==> src/rtl/program_counter_fetch.sv <==
// Instruction-fetch stage: owns PC and IR, fetches over a req/ack memory port
// and hands each instruction to the datapath over a valid/ready issue port.
module program_counter_fetch #(
   parameter logic [15:0] RESET_VECTOR = 16'h0000
) (
   input  logic        clk,
   input  logic        reset,
   output logic        imem_req,
   output logic [15:0] imem_addr,
   input  logic        imem_ack,
   input  logic [15:0] imem_data,
   output logic [15:0] instr,
   output logic        instr_valid,
   input  logic        instr_ready,
   input  logic        PL,
   input  logic        JB,
   input  logic        BC,
   input  logic        Z,
   input  logic        N,
   input  logic [15:0] bus_a,
   output logic [15:0] pc,
   output logic [1:0]  state_dbg
);

   localparam logic [1:0] ST_IDLE  = 2'd0;
   localparam logic [1:0] ST_FETCH = 2'd1;
   localparam logic [1:0] ST_ISSUE = 2'd2;

   logic [1:0]  state_q, state_d;
   logic [15:0] pc_q, pc_d;
   logic [15:0] ir_q, ir_d;

   logic [15:0] branch_off;
   logic [15:0] pc_inc;
   logic [15:0] pc_branch;
   logic        branch_cond;
   logic [15:0] pc_next;

   // Branch offset {instr[8:6], instr[2:0]} is a 6-bit two's-complement value
   // relative to the branch's own PC; all sums wrap modulo 2^16.
   assign branch_off  = {{10{ir_q[8]}}, ir_q[8:6], ir_q[2:0]};
   assign pc_inc      = pc_q + 16'd1;
   assign pc_branch   = pc_q + branch_off;
   assign branch_cond = BC ? N : Z;

   always_comb begin
      pc_next = pc_inc;
      if (PL) begin
         if (JB) begin
            pc_next = bus_a;
         end else if (branch_cond) begin
            pc_next = pc_branch;
         end
      end
   end

   // Handshakes: a memory word transfers on an edge where imem_req && imem_ack;
   // an instruction is consumed on an edge where instr_valid && instr_ready.
   // Each side's input is ignored while its own valid/request is low.
   always_comb begin
      state_d = state_q;
      pc_d    = pc_q;
      ir_d    = ir_q;
      case (state_q)
         ST_IDLE: begin
            state_d = ST_FETCH;
         end
         ST_FETCH: begin
            if (imem_ack) begin
               ir_d    = imem_data;
               state_d = ST_ISSUE;
            end
         end
         ST_ISSUE: begin
            if (instr_ready) begin
               pc_d    = pc_next;
               state_d = ST_FETCH;
            end
         end
         default: begin
            state_d = ST_IDLE;
         end
      endcase
   end

   always_ff @(posedge clk) begin
      if (reset) begin
         state_q <= ST_IDLE;
         pc_q    <= RESET_VECTOR;
         ir_q    <= 16'h0000;
      end else begin
         state_q <= state_d;
         pc_q    <= pc_d;
         ir_q    <= ir_d;
      end
   end

   assign imem_req    = (state_q == ST_FETCH);
   assign instr_valid = (state_q == ST_ISSUE);
   assign imem_addr   = pc_q;
   assign pc          = pc_q;
   assign instr       = ir_q;
   assign state_dbg   = state_q;

endmodule

==> config.mk <==
export PLATFORM = sky130hd
export DESIGN_NAME = program_counter_fetch
export DESIGN_NICKNAME = d
export VERILOG_FILES = /design/src/rtl/program_counter_fetch.sv
export SDC_FILE = /design/constraint.sdc
export NUM_CORES = 1
export LEC_CHECK = 0
export CAP_MARGIN = 20
export CORE_UTILIZATION = 47
export DETAILED_ROUTE_END_ITERATION = 16
export HOLD_SLACK_MARGIN = 0.03
export PLACE_DENSITY = 0.86
export REMOVE_ABC_BUFFERS = 1
export SETUP_SLACK_MARGIN = 0.15
export SLEW_MARGIN = 20
export SYNTH_ARGS = -nofsm -noshare
export SYNTH_HDL_FRONTEND = slang
export SYNTH_SLANG_ARGS = --single-unit
==> constraint.sdc <==
create_clock -name clk -period 3.1 [get_ports clk]
set_clock_uncertainty 0.2 [all_clocks]
set_input_delay 0.31 -clock clk [delete_from_list [all_inputs] [get_ports clk]]
set_output_delay 0.31 -clock clk [all_outputs]
set_load 0.05 [all_outputs]
## Yosys cells after proc, flatten, opt, wreduce, memory -nomap -nowiden

Cells that the tools add are included.

| word-level totals | value |
|---|---|
| flip-flop bits (word level) | 34 |

| cells by class | value |
|---|---|
| add/sub/neg operators | 2 |
| equal/unequal tests | 4 |
| mux-type cells | 7 |
| reduce and logical (&&, ||, !) cells | 4 |

Operators with widths:

| kind | count |
|---|---|
| $mux W16 | 3 |
| $add A16 B1 Y16 const B | 1 |
| $add A16 B16 Y16 | 1 |
| $pmux W2 S3 | 1 |
| $reduce_and A2 Y1 | 3 |
| $mux W2 | 2 |
| $ne A2 B1 Y1 const B | 2 |
| $eq A2 B1 Y1 const B | 1 |
| $eq A2 B2 Y1 const B | 1 |
| $logic_not A2 Y1 | 1 |
| $mux W1 | 1 |

## Logic depth before layout (Yosys ltp)

| depth | value |
|---|---|
| depth after elaboration | 4 |
| mapped depth | 8 |
| gate-level depth less buffers | 8 |

## Least setup slack after synthesis

OpenSTA, ideal clock, no wires.

| timing | value |
|---|---|
| path kind | reg-to-reg |
| from | register state_q[1], in the netlist state_dbg[1] |
| to | register pc_q[14], in the netlist imem_addr[14] |
| arrival time | 2468 ps |
| slack | 311 ps |
| stages on the path, launching flop included | 8 |
| path buffers | 2 |
| period minus slack after synthesis | 2789 ps |
| cells stage by stage | dfxtp_1 nor2b_1 and2_1 buf_2 buf_2 o21ai_0 a21oi_1 a21oi_1 |

| between the ends | value |
|---|---|
| word-level cells in the longest chain between the ends | 2 |

Ends and longest elaborated chain:

| element | line | text |
|---|---|---|
| start: declaration | 29 | `logic [1:0] state_q, state_d;` |
| start signal: assignment | 92 | `state_q <= state_d;` |
| $eq A2 B2 Y1 | - |  |
| named net instr_valid | 13 | `output logic instr_valid,` |
| $reduce_and A2 Y1 (no source line) | - |  |
| end signal: assignment | 93 | `pc_q <= pc_d;` |
| end: declaration | 30 | `logic [15:0] pc_q, pc_d;` |

The timed path passes the listed nets, and every way through them passes these cells.
A chain may end at the register's enable or synchronous reset.

## Final worst setup path

| timing | value |
|---|---|
| from | register pc_q[0], in the netlist imem_addr[0] |
| to | register pc_q[10], in the netlist imem_addr[10] |

| between the ends | value |
|---|---|
| word-level cells in the longest chain between the ends | 4 |

Ends and longest elaborated chain:

| element | line | text |
|---|---|---|
| $add A16 B1 Y16 or $add A16 B16 Y16 (tied branches) | 42, 43 |  |
| $mux W16 | 51 | `end else if (branch_cond) begin` |
| $mux W16 | 49 | `if (JB) begin` |
| $mux W16 (*) | 48 | `if (PL) begin` |

Every way passes the cells marked *; elsewhere a longest branch is shown, timed or not.

==> out/metrics.cfg <==
[run_status]
outcome=finished, final reports clean

[sta]
rsz0062_at_grt=false
timing.fmax_mhz=353
period_share_pct=91.3
setup_violations=0
hold_viol=0
tightestPinTransition_ns=0.605
finalWorstPathRequiredPeriod_ns=2.83
drv_slew=0
tns_ns=0
slew_headroom_pct=59.3

[power_and_ir_drop]
p_comb_share_pct=27.5
power-per-cell-area_mw_per_mm2=295
pwr-share-clk_pct=31.2
p_seq_share_pct=41.3
p_sw_w=0.000372
ir_drop_uv=166
p_leak_nw=1.44
sw_frac_of_total_pct=33.0
internal_power_w=0.000756

[finish]
layout-drive-gt1-share_pct=5.30
diodes=0
syn_to_final_growth_pct=35.7
multi_input_area_sq_mm=0.00189
n_fill_cell=461
design_area_sq_mm=0.00382
regArea_sq_um=681
layout.nets=529

[worst_hold_path]
hold_path_depth=2
holdCritPathClass=reg -> reg

[global_route]
grt_start_max_net_pins=36
grt_first_pass_wirelength_microns=14300
gr-usage-all-layers_pct=28.9
antenna_found_initial=0
grt_overflow=0
grt_pass1_vias=3085

[cts]
root_buffer=clkbuf_8
cts_buffers=5
post_cts_resized=0
cts_tree=yes
clk_pin_slew_ns=0.08
cts.sinks=34
ctsHtreeMaxLevel=2
max-clock-path-buffers=2
cts_hold_buffers=0
clk-insertion-delay-late_ns=0.30
cts_setup_buffers=0

[floorplan]
io_pins=93
chipHeight_microns=79.4
fp-row-count=27
core-area_sq_mm=0.00564
die_w_microns=79.4
dieArea_sq_mm=0.00630
initial_core_util_pct=49.9

[run]
maxCapViolations=0

[synth]
synth-seq-cells=34
synthCells=394
synth_seq_area_share_pct=24.2
synth-edff-count=0
ys.flop_type=dfxtp_1
syn_avg_cell_area_sq_um=7.14
synth_cell_types=51
syn_area_sq_mm=0.00281
async_flop_share_pct=0
ys_warn_count=0

[worst_setup_path]
worstPathRequired_ns=3.10
ff2ff_path_depth=8
crit_type=reg -> reg
path_max_fanout=8
cp.arrival_ns=2.83
critPathCaptureType=flop
worstSetupStartpointType=flop

[placement]
dp_hpwl_microns=6580
place_area_sq_mm=0.00372
place_congestion=0.990
portBuffers=92

[drt]
dr.pass1.iters=6
drc=0
viasPerCell=6.09
drt-initial-drc-count=272
vias=3313
wl_per_cell_microns=16.5
wl_microns=8990
final_antenna_net_count=0

[worst max-delay path, cell delays in order, from the launching register on]
cell and delay (ns):
dfxtp_1 0.38, ha_1 0.27, fa_1 0.41, a21o_1 0.22
a221oi_2 0.47, o221ai_1 0.26, xnor2_1 0.20, o221ai_1 0.13
and3_1 0.19
[per-layer routing]
layer	GRT usage, %	up-vias	routed length (microns)
met2	49.2	201	4360
li1	-	1565	-
met1	34.6	1521	3520
met5	0	-	0
met4	12.9	0	231
met3	6.40	26	876
[registers in the layout, indices dropped and copies added (netlist names)]
| name | flops |
|---|---|
| imem_addr | 16 |
| instr | 16 |
| state_dbg | 2 |
[power by group through the flow]
stage | clock network [W] | registers, W | logic [W]
final | 0.000352 | 0.000466 | 0.000310
after global routing | 0.000374 | 0.000468 | 0.000331
after CTS | 0.000354 | 0.000466 | 0.000307
after detailed placement | 0 | 0.000475 | 0.000305
after global placement | 0 | 0.000475 | 0.000301
after floorplan | 0 | 0.000534 | 0.000101
[logic make-up after synthesis]
kind of cell / after synthesis / synth area share [%]
flip-flops: 34 / 24.2
buffers and inverters: 47 / 8.49
XOR/XNOR: 18 / 5.60
adder cells (fa/ha/maj): 17 / 7.83
AND/OR/NAND/NOR: 132 / 21.1
multiplexers: 5 / 1.82
AO/OA/AOI/OAI: 141 / 30.9
[final cells by class]
class / count / share of cell area [%]
clock buffer: 6 / 2.16
timing repair buffer: 104 / 26.5
sequential: 34 / 17.8
tap: 72 / 2.36
clock inverter: 2 / 0.328
multi-input combinational: 313 / 49.6
inverter: 13 / 1.28
[path summary, 6_finish.rpt]
path / endpoint / slack, ns / from
setup / recovery: imem_addr[10] / 0.27 / imem_addr[0]
setup reg to reg: imem_addr[10] / 0.27 / imem_addr[0]
hold / removal: instr[3] / 0.26 / instr[3]
hold reg to reg: instr[3] / 0.26 / instr[3]
[layout by cell type, fill, tap and decap left out, drive strengths merged, types with 2 or more instances in the layout]
cell type	netlist	routed
nand3	11	11
nand4	6	6
a221oi	4	4
clkdlybuf4s50	0	92
nand2b	3	3
o31ai	4	4
buf	21	12
and2	2	2
xor2	8	8
dfxtp	34	34
a31oi	15	15
nor2	31	31
a21o	5	5
mux2i	4	4
or2	2	2
and4	3	3
o21ai	31	31
a22o	2	2
nand2	62	62
and3	5	5
inv	13	13
a21oi	49	49
a211oi	6	6
xnor2	10	10
o211ai	5	5
o21a	5	5
ha	16	16
a221o	3	3
o221ai	2	2
nor3	2	2
clkbuf	13	6
o2111ai	2	2
o21bai	2	2
[stage by stage]
step / util (%) / std cells / power (W) / hold WS [ns] / setup WS, ns
floorplan: - / 360 / 0.000635 / 0.179 / 0.0228
global placement: 66.0 / 536 / 0.000776 / 0.242 / 0.391
detailed placement: 66.0 / 536 / 0.000780 / 0.248 / 0.287
CTS: 67.7 / 544 / 0.00113 / 0.259 / 0.290
global route: 67.7 / 544 / 0.00117 / 0.281 / 0.156
finish: 67.7 / 544 / 0.00113 / 0.258 / 0.269
[Yosys cell counts (6+ instances only)]
cell | instances | area, sq um
xor2_1 | 8 | 70.1
dfxtp_1 | 34 | 681
ha_1 | 16 | 200
a31oi_1 | 15 | 93.8
a21oi_1 | 49 | 245
clkbuf_1 | 13 | 48.8
nand3_1 | 11 | 55.1
o21ai_0 | 31 | 155
nor2_1 | 30 | 113
a211oi_1 | 6 | 45.0
xnor2_1 | 10 | 87.6
inv_1 | 13 | 48.8
nand2_1 | 62 | 233
buf_4 | 16 | 120
nand4_1 | 6 | 37.5
Power figures use the tool's default switching activity.
